`src/rtl/pmem_arbiter_pkg.sv`:
```
// Shared LC-3b types used by the physical-memory arbiter.
//   lc3b_word    : 16-bit machine word / byte address
//   lc3b_c_line  : 128-bit cache line
//   arb_state_t  : arbiter FSM states
//   arb_owner_t  : which cache currently owns the memory port
package lc3b_types;

    typedef logic [15:0]  lc3b_word;
    typedef logic [127:0] lc3b_c_line;

    // Byte-offset bits within a 16-byte line.
    localparam int unsigned LINE_OFFSET_BITS = 4;

    typedef enum logic [1:0] {
        IDLE     = 2'd0,
        SERVE    = 2'd1,
        COMPLETE = 2'd2
    } arb_state_t;

    typedef enum logic {
        ARB_I = 1'b0,
        ARB_D = 1'b1
    } arb_owner_t;

endpackage

```
`src/rtl/pmem_arbiter_control.sv`:
```
// Arbiter control: three-state FSM, round-robin last-grant tracking and the
// grant / load-enable decode used by the datapath in pmem_arbiter.
// Ports:
//   clk, reset           : clock, synchronous active-high reset
//   icache_req/dcache_req: client is requesting (read | write)
//   pmem_resp            : memory completion
//   state                : current FSM state
//   load_req             : capture the granted client's request this cycle
//   grant                : client selected by arbitration (valid with load_req)
//   load_line            : memory read data valid this cycle
module pmem_arbiter_control
    import lc3b_types::*;
(
    input  logic       clk,
    input  logic       reset,
    input  logic       icache_req,
    input  logic       dcache_req,
    input  logic       pmem_resp,
    output arb_state_t state,
    output logic       load_req,
    output arb_owner_t grant,
    output logic       load_line
);

    arb_state_t state_q, state_d;
    arb_owner_t last_grant_q;

    always_ff @(posedge clk) begin
        if (reset) begin
            state_q      <= IDLE;
            last_grant_q <= ARB_I;
        end else begin
            state_q <= state_d;
            if (load_req) begin
                last_grant_q <= grant;
            end
        end
    end

    always_comb begin
        state_d   = state_q;
        load_req  = 1'b0;
        load_line = 1'b0;
        grant     = ARB_I;

        // On conflict the client not granted last wins.
        if (icache_req && dcache_req) begin
            grant = (last_grant_q == ARB_I) ? ARB_D : ARB_I;
        end else if (dcache_req) begin
            grant = ARB_D;
        end

        unique case (state_q)
            IDLE: begin
                if (icache_req || dcache_req) begin
                    load_req = 1'b1;
                    state_d  = SERVE;
                end
            end
            SERVE: begin
                if (pmem_resp) begin
                    load_line = 1'b1;
                    state_d   = COMPLETE;
                end
            end
            COMPLETE: begin
                state_d = IDLE;
            end
            default: begin
                state_d = IDLE;
            end
        endcase
    end

    assign state = state_q;

endmodule

```
`src/rtl/pmem_arbiter.sv`:
```
// Two-client (I-cache / D-cache) arbiter in front of the line-granular
// physical memory. Serialises accesses, holds the captured request on the
// memory port until pmem_resp, then pulses a one-cycle resp to the owner.
// Ports:
//   clk, reset                       : clock, synchronous active-high reset
//   icache_* / dcache_*              : client request strobes, address, wdata,
//                                      resp pulse and read line
//   pmem_read/pmem_write             : memory strobes
//   pmem_address                     : line-aligned address
//   pmem_wdata / pmem_rdata          : write / read line
//   pmem_resp                        : memory done
module pmem_arbiter
    import lc3b_types::*;
#(
    parameter int unsigned ADDR_WIDTH = 16,
    parameter int unsigned LINE_WIDTH = 128
) (
    input  logic                  clk,
    input  logic                  reset,

    input  logic                  icache_read,
    input  logic                  icache_write,
    input  logic [ADDR_WIDTH-1:0] icache_address,
    input  logic [LINE_WIDTH-1:0] icache_wdata,
    output logic                  icache_resp,
    output logic [LINE_WIDTH-1:0] icache_rdata,

    input  logic                  dcache_read,
    input  logic                  dcache_write,
    input  logic [ADDR_WIDTH-1:0] dcache_address,
    input  logic [LINE_WIDTH-1:0] dcache_wdata,
    output logic                  dcache_resp,
    output logic [LINE_WIDTH-1:0] dcache_rdata,

    output logic                  pmem_read,
    output logic                  pmem_write,
    output logic [ADDR_WIDTH-1:0] pmem_address,
    output logic [LINE_WIDTH-1:0] pmem_wdata,
    input  logic                  pmem_resp,
    input  logic [LINE_WIDTH-1:0] pmem_rdata
);

    localparam logic [ADDR_WIDTH-1:0] ADDR_MASK =
        {{(ADDR_WIDTH - LINE_OFFSET_BITS){1'b1}}, {LINE_OFFSET_BITS{1'b0}}};

    arb_state_t state;
    arb_owner_t grant;
    logic       load_req;
    logic       load_line;

    logic                  op_write_q;
    logic [ADDR_WIDTH-1:0] addr_q;
    logic [LINE_WIDTH-1:0] wdata_q;
    logic [LINE_WIDTH-1:0] line_q;
    arb_owner_t            owner_q;

    pmem_arbiter_control u_control (
        .clk        (clk),
        .reset      (reset),
        .icache_req (icache_read | icache_write),
        .dcache_req (dcache_read | dcache_write),
        .pmem_resp  (pmem_resp),
        .state      (state),
        .load_req   (load_req),
        .grant      (grant),
        .load_line  (load_line)
    );

    always_ff @(posedge clk) begin
        if (reset) begin
            op_write_q <= 1'b0;
            addr_q     <= '0;
            wdata_q    <= '0;
            line_q     <= '0;
            owner_q    <= ARB_I;
        end else begin
            if (load_req) begin
                owner_q <= grant;
                // Write wins when a client raises both strobes.
                if (grant == ARB_D) begin
                    op_write_q <= dcache_write;
                    addr_q     <= dcache_address & ADDR_MASK;
                    wdata_q    <= dcache_wdata;
                end else begin
                    op_write_q <= icache_write;
                    addr_q     <= icache_address & ADDR_MASK;
                    wdata_q    <= icache_wdata;
                end
            end
            if (load_line && !op_write_q) begin
                line_q <= pmem_rdata;
            end
        end
    end

    always_comb begin
        pmem_read    = (state == SERVE) && !op_write_q;
        pmem_write   = (state == SERVE) && op_write_q;
        pmem_address = addr_q;
        pmem_wdata   = wdata_q;
        icache_resp  = (state == COMPLETE) && (owner_q == ARB_I);
        dcache_resp  = (state == COMPLETE) && (owner_q == ARB_D);
        // Both clients see the shared line; each qualifies it with its own resp.
        icache_rdata = line_q;
        dcache_rdata = line_q;
    end

endmodule

```
`config.mk`:
```
export PLATFORM = sky130hd
export DESIGN_NAME = pmem_arbiter
export DESIGN_NICKNAME = d
export VERILOG_FILES = /design/src/rtl/pmem_arbiter_pkg.sv /design/src/rtl/pmem_arbiter_control.sv /design/src/rtl/pmem_arbiter.sv
export SDC_FILE = /design/constraint.sdc
export NUM_CORES = 1
export LEC_CHECK = 0
export ABC_CLOCK_PERIOD_IN_PS = 4500
export CORE_AREA = 2 2 327 329
export DETAILED_ROUTE_END_ITERATION = 6
export DIE_AREA = 0 0 329 331
export GPL_ROUTABILITY_DRIVEN = 0
export PLACE_DENSITY = 0.31
export SLEW_MARGIN = 30
export SYNTH_ARGS = -nofsm -noshare
export SYNTH_HDL_FRONTEND = slang
export SYNTH_SLANG_ARGS = --single-unit
```
`constraint.sdc`:
```
create_clock -name clk -period 4.5 [get_ports clk]
set_clock_uncertainty 0.2 [all_clocks]
set_input_delay 0.675 -clock clk [delete_from_list [all_inputs] [get_ports clk]]
set_output_delay 0.675 -clock clk [all_outputs]
set_load 0.03 [all_outputs]
```
==> flow_summary.ini, run 1 <==
[cts]
cts_hold_buf = 0
cts_buffer_depth = 3
cts_sinks = 272
ctsRootBufferMaster = clkbuf_16
h-tree-depth = 2
clkLatencyLatePin_ns = 0.57
path_clk_slew_ns = 0.06
cts_resized = 0
numCtsBuffers = 40
cts_tree = built
postCtsSetupRepairBufs = 0

[timing]
fin_crit_ns = 3.19
tightest_slew_ns = 0.923
fmax_mhz = 313
max_slew_margin_pct = 38.4
tns_ns = 0
finalMaxSlewViolations = 0
setup_viol = 0
fin_crit_sh_pct = 71.0
rsz0062_at_grt = false
fin_ws_ns = 1.31
hold_viol = 0

[synthesis]
yosys-top-cells-area = dfxtp_1 43%, a21oi_1 11%, a311oi_2 11%
yosysUniqueCellTypes = 26
yosysTopAreaCellShare_pct = 42.6
yosysWarnings = 0
syn_area_sq_um = 12800
ys_seq_area_share_pct = 42.6
netlist_instances = 1541
synth-seq-cells = 272
avgSynthCellArea_sq_um = 8.30
yosysTopAreaCell = dfxtp_1

[global_routing]
grt_overflow_total = 0
antenna_found_initial = 15
track_usage_pct = 13.5
first_global_vias = 14400
grt_pass1_wl_um = 107000
grt_max_degree = 145

[worst_setup_path]
critPathSlowestCell = clkdlybuf4s50_1
arrival_ns = 2.32
r2r_cells = 4
critical-path-max-stage-delay_ns = 0.79
critical_path.most_common_cell = nor2b_1
startpoint_type = register
required_ns = 3.62
r2r_end = pmem_wdata[19]$_SDFFE_PP0P_
timing.rr.start = u_control.state[1]$_SDFFE_PP0P_
cp_num_buf_inv = 1
critPathKind = reg2out
crit_path_end_kind = output port
regToRegSetupSlack_ns = 2.03
cp_max_fo = 6
crit_chain = nor2b_1 -> nor2b_1 -> clkdlybuf4s50_1
cp.depth = 3
crit_family = buffers and inverters

[cells_and_area]
utilization_pct = 21.9
drive_gt1_share_pct = 9.06
area_growth_pct = 79.3
fillerInstances = 11500
multi_input_area_sq_um = 5740
stdcell_area_sq_um = 22900
finalNetCount = 2563
seqCellArea_sq_um = 5450
layout_common_cells = 813 x clkdlybuf4s50_1, 272 x dfxtp_1, 271 x a21oi_1, 259 x nand2_1
layout_commonest_cell = clkdlybuf4s50_1

[route]
ant_nets = 0
drt_pass1_iterations = 4
viasPerCell = 3.93
wirelength_um = 77800
drtIter0Drc = 617
route.detailed.wl_per_inst_um = 21.9
drc = 0
num_vias = 14000

[power]
internal_power_uw = 5640
power_leakage_uw = 0.00755
combPwrFrac_pct = 29.4
peakVddDrop_uv = 178
switching_share_pct = 33.6
p_per_area_nw_per_um2 = 370
p_clk_share_pct = 37.6
p_sw_uw = 2850
sequentialPowerShare_pct = 33.0

[hold_path]
hold_depth = 2
hold_path_class = reg2reg
hp-start = dcache_rdata[113]$_SDFFE_PP0P_
holdPathEnd = dcache_rdata[113]$_SDFFE_PP0P_

[die]
die-area_sq_um = 109000
fp-row-count = 119
start_util_pct = 12.2
die_width_um = 329
core_area_sq_um = 105000
fp.dieH_um = 331
ios = 827

[placement]
place_ws_ns = 0.797
placed_cell_area_sq_um = 21600
port_buffers = 814
hpwlAfterDp_um = 56800

[run]
maxCapViolCount = 0

[outcome]
status = completed
-- per-stage QoR --
stage / instances / hold WS [ns] / total power [uW]
after floorplan: 1544 / 0.321 / 4150
after CTS: 3555 / 0.280 / 8730
final: 3558 / 0.276 / 8500
after global placement: 3487 / 0.260 / 5380
after global routing: 3557 / 0.294 / 8950
after detailed placement: 3489 / 0.271 / 5400
-- flip-flops by register name, summed over array words and instances (netlist names) --
register / cells
op_write_q: 1
u_control.state: 2
pmem_wdata: 128
pmem_address: 12
u_control.last_grant_q: 1
dcache_rdata: 128
-- per-layer routing --
metal,track usage (%),routed length [um]
met1,15.1,30100
met4,3.23,1570
met3,4.66,6400
met2,24.3,39600
met5,0,102
-- worst reg2reg max path, cell delays in order, from the launching register on --
cell	delay, ns
dfxtp_1	0.40
nor2_4	0.18
and2_4	0.54
buf_12	0.58
a311oi_2	0.40
-- power by group through the flow --
stage / Combinational (uW) / Clock [uW] / Sequential [uW]
after floorplan: 929 / 0 / 3220
after global placement: 2530 / 0 / 2850
after detailed placement: 2540 / 0 / 2860
after CTS: 2550 / 3370 / 2810
after global routing: 2660 / 3450 / 2830
final: 2500 / 3190 / 2800
-- cell type report --
cell class	instances	share of cell area [%]
timing repair buffer	852	38.0
antenna	3	0.0327
tap	1391	7.59
clock inverter	8	0.464
multi-input combinational	974	25.0
sequential	272	23.7
clock buffer	58	5.15
-- worst max-delay path by stage --
stage	slack, ns	from	endpoint
floorplan	2.14	icache_write	pmem_wdata[15]$_SDFFE_PP0P_
global placement	0.55	icache_write	pmem_wdata[66]$_SDFFE_PP0P_
detailed placement	0.80	icache_write	pmem_wdata[80]$_SDFFE_PP0P_
CTS	1.19	u_control.state[0]$_SDFFE_PP0P_	pmem_read
global route	1.13	u_control.state[0]$_SDFFE_PP0P_	pmem_read
finish	1.31	u_control.state[0]$_SDFFE_PP0P_	pmem_read
-- kinds of logic after synthesis --
kind of cell / synth area share, %
AO/OA/AOI/OAI: 30.3
buffers and inverters: 13.2
flip-flops: 42.6
other: 0.0293
AND/OR/NAND/NOR: 13.8
-- cells in the mapped netlist --
| cell | count |
|---|---|
| nor4bb_1 | 1 |
| nand2b_1 | 1 |
| conb_1 | 1 |
| and3b_1 | 1 |
| nor3b_1 | 1 |
| buf_1 | 6 |
| nand4bb_1 | 1 |
| nand2_1 | 259 |
| o21ai_1 | 1 |
| or4_1 | 1 |
| and2_1 | 2 |
| dfxtp_1 | 272 |
| buf_6 | 10 |
| o21ai_0 | 141 |
| a311oi_1 | 51 |
| nor2_1 | 3 |
| nor2b_1 | 2 |
| nand3_1 | 141 |
| or2_2 | 1 |
| o21a_1 | 1 |
| a21oi_1 | 271 |
| a311oi_2 | 90 |
| clkbuf_1 | 148 |
| buf_2 | 2 |
| a21bo_2 | 1 |
| buf_4 | 132 |
No activity file was read; power rests on OpenSTA's default activity.
==> run 2, diff against run 1 <==
--- a/config.mk
+++ b/config.mk
@@ -5,12 +5,12 @@
 export SDC_FILE = /design/constraint.sdc
 export NUM_CORES = 1
 export LEC_CHECK = 0
-export ABC_CLOCK_PERIOD_IN_PS = 4500
-export CORE_AREA = 2 2 327 329
+export ABC_CLOCK_PERIOD_IN_PS = 2870
+export CORE_AREA = 2 2 319 321
 export DETAILED_ROUTE_END_ITERATION = 6
-export DIE_AREA = 0 0 329 331
+export DIE_AREA = 0 0 321 323
 export GPL_ROUTABILITY_DRIVEN = 0
-export PLACE_DENSITY = 0.31
+export PLACE_DENSITY = 0.33
 export SLEW_MARGIN = 30
 export SYNTH_ARGS = -nofsm -noshare
 export SYNTH_HDL_FRONTEND = slang
==> constraint.sdc (replaced) <==
create_clock -name clk -period 2.87 [get_ports clk]
set_clock_uncertainty 0.2 [all_clocks]
set_input_delay 0.4305 -clock clk [delete_from_list [all_inputs] [get_ports clk]]
set_output_delay 0.4305 -clock clk [all_outputs]
set_load 0.03 [all_outputs]
==> flow_summary.ini, run 2 (synthesis gave the netlist of run 1 again) <==
[hold_path]
hold_path_class = in2reg

[power]
p_per_area_nw_per_um2 = 587
peakVddDrop_uv = 241
power_leakage_uw = 0.00775

[route]
num_vias = 14100
route.detailed.wl_per_inst_um = 21.5
wirelength_um = 75700
drc = 0
drtIter0Drc = 709
ant_nets = 0
viasPerCell = 4.02
drt_pass1_iterations = 5

[cts]
cts_hold_buf = 0
path_clk_slew_ns = 0.06
h-tree-depth = 2
cts_buffer_depth = 3
numCtsBuffers = 40
clkLatencyLatePin_ns = 0.57
cts_tree = built
ctsRootBufferMaster = clkbuf_16
cts_sinks = 272

[placement]
place_ws_ns = 0.232
port_buffers = 814
hpwlAfterDp_um = 55400

[cells_and_area]
layout_commonest_cell = clkdlybuf4s50_1
fillerInstances = 11000
layout_common_cells = 809 x clkdlybuf4s50_1, 272 x dfxtp_1, 271 x a21oi_1, 259 x nand2_1
finalNetCount = 2590
drive_gt1_share_pct = 10.5
area_growth_pct = 80.8

[worst_setup_path]
regToRegSetupSlack_ns = 0.89
startpoint_type = register
required_ns = 2.24
crit_path_end_kind = output port
critPathKind = reg2out
cp_max_fo = 6
arrival_ns = 1.99

[die]
die_width_um = 321
ios = 827
fp.dieH_um = 323
start_util_pct = 12.7
fp-row-count = 117
core_area_sq_um = 101000
die-area_sq_um = 104000

[timing]
fmax_mhz = 382
fin_crit_sh_pct = 91.3
tns_ns = 0
fin_crit_ns = 2.62
tightest_slew_ns = 0.932
rsz0062_at_grt = false
hold_viol = 0
setup_viol = 0
max_slew_margin_pct = 37.9
finalMaxSlewViolations = 0
fin_ws_ns = 0.251
whs_ns = 0.186

[run]
maxCapViolCount = 0

[global_routing]
antenna_found_initial = 17
track_usage_pct = 13.8
grt_overflow_total = 0
first_global_vias = 14500
grt_max_degree = 129
grt_pass1_wl_um = 105000

[outcome]
status = completed
==> run 2: cell types whose count changed in the layout (fill, tap and decap cells not counted), sizes merged, moves of 2 or more <==
| cell | delta |
|---|---|
| clkdlybuf4s50 | -4 |
| inv | +2 |
| dlygate4sd2 | +3 |
| clkbuf | +4 |
| buf | +27 |
| diode | +8 |
==> run 2: through the flow <==
stage | std cells | instance area [sq um] | utilization [%] | total power (uW)
floorplan | 1544 | 12800 | - | 6510
global placement | 3434 | 21700 | 21.6 | 8480
detailed placement | 3434 | 21700 | 21.6 | 8480
CTS | 3505 | 23100 | 22.9 | 13900
global route | 3515 | 23100 | 23.0 | 14200
finish | 3516 | 23100 | 23.0 | 13600
==> run 2: power by group <==
group / switching [uW] / internal [uW]
Combinational: 2230 / 1740
Clock: 1990 / 3240
Sequential: 256 / 4130
Total: 4480 / 9100
==> run 2: critical path, stage by stage, from the launching register on <==
cell           delay (ns)
dfxtp_1              0.39
nor2b_1              0.34
nor2b_1              0.17
dlygate4sd2_1        0.50
==> run 2: path summary, 6_finish.rpt <==
path / to / cells past startpoint / from
max: pmem_read / 3 / u_control.state[1]$_SDFFE_PP0P_
min reg2reg: dcache_rdata[34]$_SDFFE_PP0P_ / 2 / dcache_rdata[34]$_SDFFE_PP0P_
min: pmem_wdata[27]$_SDFFE_PP0P_ / 2 / reset
max reg2reg: dcache_rdata[29]$_SDFFE_PP0P_ / 4 / op_write_q$_SDFFE_PP0P_
==> run 2: layer usage <==
layer | global-route usage (%) | part of all wire [%] | vias to the layer above
met4 | 4.68 | 2.5 | 6
met5 | 0 | 0.056 | -
met3 | 4.43 | 7.9 | 96
met2 | 25.0 | 51 | 571
li1 | - | - | 6651
met1 | 15.1 | 38 | 6796
==> run 2: area by class of cell <==
cell class	instances	area (sq um)	share of cell area [%]
tap	1309	1640	7.08
timing repair buffer	879	8900	38.5
clock buffer	62	1240	5.38
antenna	11	27.5	0.119
clock inverter	9	130	0.563
multi-input combinational	974	5740	24.8
sequential	272	5450	23.5
==> run 2: repair_timing <==
item,CTS,global route
endpoints found under the hold margin,0,0
buffers inserted,0,0
resized for setup,3,1
setup endpoints to repair,3,1
